===== config.mk =====
export PLATFORM = sky130hd
export DESIGN_NAME = cache_2way_wb
export DESIGN_NICKNAME = d
export VERILOG_FILES = /design/src/rtl/cache_2way_wb.sv
export SDC_FILE = /design/constraint.sdc
export NUM_CORES = 2
export LEC_CHECK = 0
export CAP_MARGIN = 40
export CORE_MARGIN = 3
export CORE_UTILIZATION = 55
export CTS_CLUSTER_DIAMETER = 50
export DETAILED_ROUTE_END_ITERATION = 7
export PLACE_DENSITY = 0.81
export SKIP_CTS_REPAIR_TIMING = 1
export SYNTH_ARGS = -nofsm -noshare
export SYNTH_HDL_FRONTEND = slang
export SYNTH_HIERARCHICAL = 1
export SYNTH_SLANG_ARGS = --single-unit

===== constraint.sdc =====
create_clock -name clk -period 11.3 [get_ports clk]
set_input_delay 2.26 -clock clk [delete_from_list [all_inputs] [get_ports clk]]
set_output_delay 2.26 -clock clk [all_outputs]
set_load 0.02 [all_outputs]

===== src/rtl/cache_2way_wb.sv =====
// 2-way set-associative write-back, write-allocate data cache with one LRU bit per set.
// Drop-in replacement for the direct-mapped cache: same processor and line-wide memory signalling.

module cache_2way_wb_way #(
  parameter int SET_BITS  = 2,
  parameter int WORD_BITS = 2,
  parameter int TAG_W     = 26,
  parameter int LINE_W    = 32 << WORD_BITS
) (
  input  logic                 clk,
  input  logic                 rst,
  input  logic [SET_BITS-1:0]  set_idx,
  output logic                 valid,
  output logic                 dirty,
  output logic [TAG_W-1:0]     tag,
  output logic [LINE_W-1:0]    line,
  input  logic                 fill_en,
  input  logic [TAG_W-1:0]     fill_tag,
  input  logic [LINE_W-1:0]    fill_line,
  input  logic                 clean_en,
  input  logic                 wr_en,
  input  logic [WORD_BITS-1:0] wr_word,
  input  logic [31:0]          wr_data
);
  localparam int SETS = 1 << SET_BITS;

  logic [SETS-1:0]   valid_q, dirty_q;
  logic [TAG_W-1:0]  tags  [SETS];
  logic [LINE_W-1:0] lines [SETS];

  assign valid = valid_q[set_idx];
  assign dirty = dirty_q[set_idx];
  assign tag   = tags[set_idx];
  assign line  = lines[set_idx];

  always_ff @(posedge clk or posedge rst) begin
    if (rst) begin
      valid_q <= '0;
      dirty_q <= '0;
    end else if (fill_en) begin
      valid_q[set_idx] <= 1'b1;
      dirty_q[set_idx] <= 1'b0;
    end else if (clean_en) begin
      dirty_q[set_idx] <= 1'b0;
    end else if (wr_en) begin
      dirty_q[set_idx] <= 1'b1;
    end
  end

  // Tag/data storage is qualified by valid, so it needs no reset.
  always_ff @(posedge clk) begin
    if (fill_en) begin
      tags[set_idx]  <= fill_tag;
      lines[set_idx] <= fill_line;
    end else if (wr_en) begin
      lines[set_idx][{wr_word, 5'd0} +: 32] <= wr_data;
    end
  end
endmodule

module cache_2way_wb #(
  parameter int          ADDR_W    = 30,
  parameter int          SET_BITS  = 2,
  parameter int          WORD_BITS = 2,
  parameter logic [31:0] NOP_WORD  = 32'h13000000
) (
  input  logic                        clk,
  input  logic                        proc_reset,
  input  logic                        proc_read,
  input  logic                        proc_write,
  input  logic [ADDR_W-1:0]           proc_addr,
  input  logic [31:0]                 proc_wdata,
  output logic                        proc_stall,
  output logic [31:0]                 proc_rdata,
  output logic                        mem_read,
  output logic                        mem_write,
  output logic [ADDR_W-WORD_BITS-1:0] mem_addr,
  input  logic [(32<<WORD_BITS)-1:0]  mem_rdata,
  output logic [(32<<WORD_BITS)-1:0]  mem_wdata,
  input  logic                        mem_ready
);
  localparam int TAG_W  = ADDR_W - SET_BITS - WORD_BITS;
  localparam int SETS   = 1 << SET_BITS;
  localparam int LINE_W = 32 << WORD_BITS;

  typedef enum logic [1:0] {CMP, WB, FILL} state_t;
  state_t state;

  logic [TAG_W-1:0]     tag_f;
  logic [SET_BITS-1:0]  set_f;
  logic [WORD_BITS-1:0] word_f;
  assign tag_f  = proc_addr[ADDR_W-1:SET_BITS+WORD_BITS];
  assign set_f  = proc_addr[SET_BITS+WORD_BITS-1:WORD_BITS];
  assign word_f = proc_addr[WORD_BITS-1:0];

  logic [1:0]             w_valid, w_dirty, hit_v, fill_en, clean_en, wr_en;
  logic [1:0][TAG_W-1:0]  w_tag;
  logic [1:0][LINE_W-1:0] w_line;
  logic [SETS-1:0]        lru;

  for (genvar w = 0; w < 2; w++) begin : g_way
    cache_2way_wb_way #(
      .SET_BITS(SET_BITS), .WORD_BITS(WORD_BITS), .TAG_W(TAG_W), .LINE_W(LINE_W)
    ) u_way (
      .clk      (clk),
      .rst      (proc_reset),
      .set_idx  (set_f),
      .valid    (w_valid[w]),
      .dirty    (w_dirty[w]),
      .tag      (w_tag[w]),
      .line     (w_line[w]),
      .fill_en  (fill_en[w]),
      .fill_tag (tag_f),
      .fill_line(mem_rdata),
      .clean_en (clean_en[w]),
      .wr_en    (wr_en[w]),
      .wr_word  (word_f),
      .wr_data  (proc_wdata)
    );
    assign hit_v[w] = w_valid[w] && (w_tag[w] == tag_f);
  end

  logic req, hit, hit_way, victim;
  assign req     = proc_read ^ proc_write;
  assign hit     = |hit_v;
  assign hit_way = ~hit_v[0];
  // Address is held during a miss, so the victim is stable across WB and FILL.
  assign victim  = !w_valid[0] ? 1'b0 : (!w_valid[1] ? 1'b1 : lru[set_f]);

  always_comb begin
    proc_stall = 1'b0;
    proc_rdata = NOP_WORD;
    mem_read   = 1'b0;
    mem_write  = 1'b0;
    mem_wdata  = '0;
    mem_addr   = proc_addr[ADDR_W-1:WORD_BITS];
    fill_en    = '0;
    clean_en   = '0;
    wr_en      = '0;
    if (!proc_reset) begin
      case (state)
        CMP: if (req) begin
          if (hit) begin
            if (proc_read) proc_rdata = w_line[hit_way][{word_f, 5'd0} +: 32];
            else           wr_en[hit_way] = 1'b1;
          end else begin
            proc_stall = 1'b1;
          end
        end
        WB: begin
          proc_stall       = 1'b1;
          mem_write        = 1'b1;
          mem_addr         = {w_tag[victim], set_f};
          mem_wdata        = w_line[victim];
          clean_en[victim] = mem_ready;
        end
        FILL: begin
          proc_stall      = 1'b1;
          mem_read        = 1'b1;
          fill_en[victim] = mem_ready;
        end
        default: ;
      endcase
    end
  end

  always_ff @(posedge clk or posedge proc_reset) begin
    if (proc_reset) begin
      state <= CMP;
      lru   <= '0;
    end else begin
      case (state)
        CMP: if (req) begin
          if (hit) lru[set_f] <= ~hit_way;
          else     state <= (w_valid[victim] && w_dirty[victim]) ? WB : FILL;
        end
        WB:      if (mem_ready) state <= FILL;
        FILL:    if (mem_ready) state <= CMP;
        default: state <= CMP;
      endcase
    end
  end
endmodule


Word level (Yosys, flattened, before mapping)
Memory sizes are Yosys's and may differ from the RTL's.
Index checks and enable logic that the tools add are counted.
Word-level totals
  register bits: 22
  bits in writable memories: 1232
  input port bits: 195
  output and inout port bits: 191
  word-level logic and storage cells: 640
  memories kept: 4
Memory list
  g_way[0].u_way.lines: words 4, width 128, read ports 1, clocked after Yosys merged registers in 0, write ports 1, RTL line 29  | logic [LINE_W-1:0] lines [SETS];
  g_way[1].u_way.lines: words 4, width 128, read ports 1, clocked after Yosys merged registers in 0, write ports 1, RTL line 29
  g_way[0].u_way.tags: words 4, width 26, read ports 1, clocked after Yosys merged registers in 0, write ports 1, RTL line 28  | logic [TAG_W-1:0] tags [SETS];
  g_way[1].u_way.tags: words 4, width 26, read ports 1, clocked after Yosys merged registers in 0, write ports 1, RTL line 28
Cells by class
  add/sub/neg operators: 1
  order comparisons: 6
  equal/unequal tests: 8
  shift-type cells: 3
  mux-type cells: 333
  bitwise operators: 266
  reduce and logical (&&, ||, !) cells: 13
Operator list (count)
  128-bit 2-to-1 mux: 8
  1-bit 2-to-1 mux: 285
  1-bit OR: 256
  32-bit 2-to-1 mux: 5
  32-bit by 9-bit variable shift with 128-bit output, first input constant: 1
  128-bit by 8-bit indexed part select with 32-bit output: 1
  32-bit by 9-bit indexed part select with 128-bit output: 1
  28-bit 2-to-1 mux: 2
  26-bit == test: 2
  26-bit 2-to-1 mux: 2
  2-bit 2-to-1 mux: 14
  4-bit 2-to-1 mux: 6
  4-bit OR: 4
  1-bit binary-select mux with 2-bit select: 5
  7-bit negator with 9-bit output: 1
  4-bit bitwise AND: 2
  2-bit inequality test, second input constant: 4
  1-bit logical AND: 6
  2-bit one-hot mux with 3 select lines: 1
  3-bit nonzero test: 2
  4-bit bitwise mux: 1
  1-bit by 2-bit < comparator with 1-bit output, second input constant: 2
  4-bit inverter: 1
  4-bit AND reduction: 1
  14 further kinds: 17

Longest topological paths before layout
  depth after elaboration: 17
  mapped depth: 16

By module
The synthesis kept the hierarchy.
By module, submodules not included
  cache_2way_wb_way at g_way[0].u_way: times used 1, cells an instance 1281, area each 25533.2 um2, seq. area each 18697.9 um2
  cache_2way_wb_way at g_way[1].u_way: times used 1, cells an instance 1291, area each 25393.1 um2, seq. area each 18697.9 um2
  cache_2way_wb: times used 1, cells an instance 1098, area each 6396.1 um2, seq. area each 150.1 um2

Worst setup path after synthesis
OpenSTA, ideal clock, no wires.
  kind: in2out
  start: input port proc_addr[2]
  end: output port proc_rdata[0]
  data arrival time: 5.436 ns
  required time: 9.040 ns
  setup slack: 3.604 ns
  cell stages on the path: 11
  cells stage by stage: buf_2 -> buf_2 -> buf_2 -> mux4_2 -> xnor2_1 -> nand4_1 -> nor4_4 -> nand2_1 -> clkbuf_1 -> mux2i_1 -> a2111oi_2
RTL lines
  from (decl): RTL line 71  | input logic [ADDR_W-1:0] proc_addr,
  to (decl): RTL line 74  | output logic [31:0] proc_rdata,

==> implementation parameters <==
Parameter                              Value

Synth
  Synth cell types ... 63
  Post-synthesis instance area ... 57300 sq um
  Most common flop cell mapped by yosys ... sky130_fd_sc_hd__edfxtp_1
  Average cell area after synthesis ... 15.6 sq um
  Number of warnings issued by yosys ... 6
  Sequential fraction of the synthesis area ... 65.5%
  Syn Nets ... 3879
  Number of flops mapped to enable cells by yosys ... 1232
  Flop and latch count out of synthesis ... 1254
  Syn Inst Count ... 3670
  Share of synthesized flip-flops with an asynchronous set or reset ... 1.75%

Timing
  Post-Route Hold Slack ... 0.463 ns
  Final Cycle Share ... 84.8%
  Worst-margin pin slew ... 1.22 ns
  Count of final setup violators ... 0
  Final sum of negative setup slack ... 0 ns
  Clock skew after layout ... 0.0343 ns
  Max-Slew Margin vs Limit ... 19.0%
  Final hold violations ... 0
  Achievable Freq ... 104 MHz
  Setup WS post-layout ... 1.71 ns
  Period minus WS final ... 9.59 ns
  Setup repair after global routing missed its margin ... false
  Total count of max-transition violations in the final report ... 0

Pwr
  Largest voltage drop on the vdd net ... 0.217 mV
  Leakage power ... 22.5 nW
  Power density over the cells ... 170 nW/um^2

Critical path
  CP Data Arrival Time ... 7.33 ns
  Startpoint-to-endpoint class of the critical path ... in2out
  Type of element capturing the critical path ... output port
  Required time of the critical path ... 9.04 ns
  Reg-to-reg setup timing slack ... 5.94 ns
  Startpoint kind of the worst setup timing path ... input port
  Crit Path Max Fanout ... 76

GRT
  Overall overflow remaining after global route ... 0
  Wire length of the first global-routing pass ... 273000 um
  Vias in the first global route ... 37700
  Antenna violations before repair ... 27
  Maximum number of pins on one net before global-route repair ... 131
  Total track usage ... 35.5%

Detailed routing
  Final Routed Wirelength ... 193000 um
  Via count ... 39400
  Average wire per cell in the routed design ... 34.9 um
  Per-cell via count in the routed design ... 7.12
  Iteration count of the initial detailed-routing pass ... 6
  Number of DRC violations after detailed-routing iteration 0 ... 7029
  DRT antenna net count ... 0
  Final routed DRC violation total ... 0

Die
  Initial standard-cell utilization of the core ... 55.9%
  Ports ... 386
  Die span in y ... 329 um
  Std-Cell Core Area ... 103000 sq um
  Die footprint ... 108000 sq um
  Width of the die ... 329 um
  Rows ... 117

Hold path
  Tightest Hold Check Type ... reg2reg

Clocking
  Root buffer selected by CTS ... sky130_fd_sc_hd__clkbuf_16
  Clock buffer count from CTS ... 135
  Worst-Skew Late Latency ... 0.76 ns
  Clock net sink count ... 1254
  Clock tree from TritonCTS ... yes
  Maximum number of buffers from clock root to sink ... 3
  Number of H-tree levels ... 4
  Clock transition at path regs ... 0.06 ns

Final layout
  Post-synthesis to final-layout area growth ... 18.8%
  Most used cells in the layout excluding fill and tap cells ... sky130_fd_sc_hd__edfxtp_1 (1232), sky130_fd_sc_hd__nand2_1 (566), sky130_fd_sc_hd__clkdlybuf4s50_1 (382)
  Fraction of layout cells with a size suffix above 1 ... 20.9%
  Leading cell type in the layout, fill and taps excluded ... sky130_fd_sc_hd__edfxtp_1
  Nets ... 4243

Job
  # Max-Cap Violations ... 0

Placed design
  Setup WS pre-CTS ... 1.91 ns
  Final RePlAce weighted congestion ... 0.911
  Detail Placement HPWL ... 124000 um
  Number of port buffers ... 385

Outcome
  Run status ... finished clean
metrics by stage:
stage | utilization (%) | power (mW) | instance area [sq um] | instances
2_1_floorplan | - | 6.30 | 57300 | 3670
3_3_place_gp | 61.0 | 6.90 | 62600 | 5210
3_5_place_dp | 61.8 | 6.98 | 63400 | 5261
4_1_cts | 66.3 | 11.5 | 68000 | 5508
5_1_grt | 66.3 | 11.8 | 68100 | 5512
6_report | 66.4 | 11.6 | 68100 | 5535
metal layers:
metal  global-route usage (%)  share of wire (%)  wire length (um)
met1                     45.6                 31             60400
met2                     49.1                 42             81900
met3                     16.2                 19             36200
met4                     22.0                7.4             14300
met5                        0              0.088               170
kinds of logic (layout without fill, tap and decap cells):
group | Yosys count | in the layout | share of synthesized area, %
buffers and inverters | 502 | 976 | 3.75
AND/OR/NAND/NOR | 901 | 901 | 7.47
other | 0 | 23 | 0
multiplexers | 383 | 383 | 13.7
adder cells (fa/ha/maj) | 14 | 14 | 0.306
flip-flops | 1254 | 1254 | 65.5
XOR/XNOR | 53 | 53 | 0.810
AO/OA/AOI/OAI | 563 | 563 | 8.49
report_power, final:
part	internal, mW	leakage, nW	switching [mW]	total (mW)
Clock	2.70	2.24	1.91	4.61
Sequential	5.27	11.4	0.0356	5.30
Combinational	0.510	8.89	1.16	1.67
flip-flops by register name, summed over array words and instances, names as in the netlist, named ones only:
register / cells
g_way.u_way/lines: 1024
g_way.u_way/tags: 208
g_way.u_way/valid_q: 8
lru: 4
state: 2
worst paths after layout:
kind	start	to	depth (start not counted)
min	g_way[1].u_way/valid_q[0]	g_way[1].u_way/valid_q[0]	1
min reg2reg	g_way[1].u_way/valid_q[0]	g_way[1].u_way/valid_q[0]	1
max reg2reg	g_way[0].u_way/tags[3][4]	g_way[0].u_way/lines[0][95]	11
max	proc_addr[2]	proc_rdata[30]	10
min in group asynchronous	proc_reset	async pin	2
max in group asynchronous	proc_reset	lru[0]	2
cells in the mapped netlist (all sizes together), types with 3 or more instances:
cell type	n	area share [%]
o21bai	3	0.039
a21boi	29	0.38
xnor2	46	0.70
a2111oi	29	0.76
nand4b	12	0.18
o21a	4	0.052
a21oi	138	1.2
a211o	4	0.061
nand4	23	0.25
a32o	32	0.56
nand2b	70	0.76
a22oi	33	0.44
nor2	74	0.48
mux4	316	12
nor2b	34	0.37
inv	195	1.3
o22a	8	0.12
or2	7	0.076
a31oi	27	0.29
and3b	12	0.18
nand2	568	3.7
or4b	3	0.059
nor3	32	0.28
nor4b	4	0.087
dfrtp	22	0.96
and4b	35	0.61
edfxtp	1232	65
buf	122	1.3
o32ai	181	3.6
mux2i	29	0.51
clkbuf	185	1.2
and3	6	0.065
mux2	38	0.75
xor2	7	0.11
or3b	3	0.046
a211oi	61	0.80
nor3b	4	0.052
ha	14	0.31
o2bb2ai	10	0.15
nor4	5	0.11
layout make-up:
type | count | area, sq um
timing repair buffer | 534 | 5460
sequential | 1254 | 37500
inverter | 195 | 732
clock buffer | 154 | 3460
tap | 1368 | 1710
multi-input combinational | 1914 | 18000
antenna | 23 | 57.6
clock inverter | 93 | 1170
fill | 6508 | 34500
worst max-delay path, cell delays in order:
cell	delay [ns]
sky130_fd_sc_hd__buf_8	0.60
sky130_fd_sc_hd__mux4_2	0.63
sky130_fd_sc_hd__xnor2_1	0.49
sky130_fd_sc_hd__nand4_1	0.16
sky130_fd_sc_hd__or4_4	0.57
sky130_fd_sc_hd__nor4_4	0.64
sky130_fd_sc_hd__o21ai_4	0.33
sky130_fd_sc_hd__buf_4	0.35
sky130_fd_sc_hd__a2111oi_2	0.50
sky130_fd_sc_hd__clkdlybuf4s50_1	0.70
Note: power is estimated with default switching activity, not from simulation.
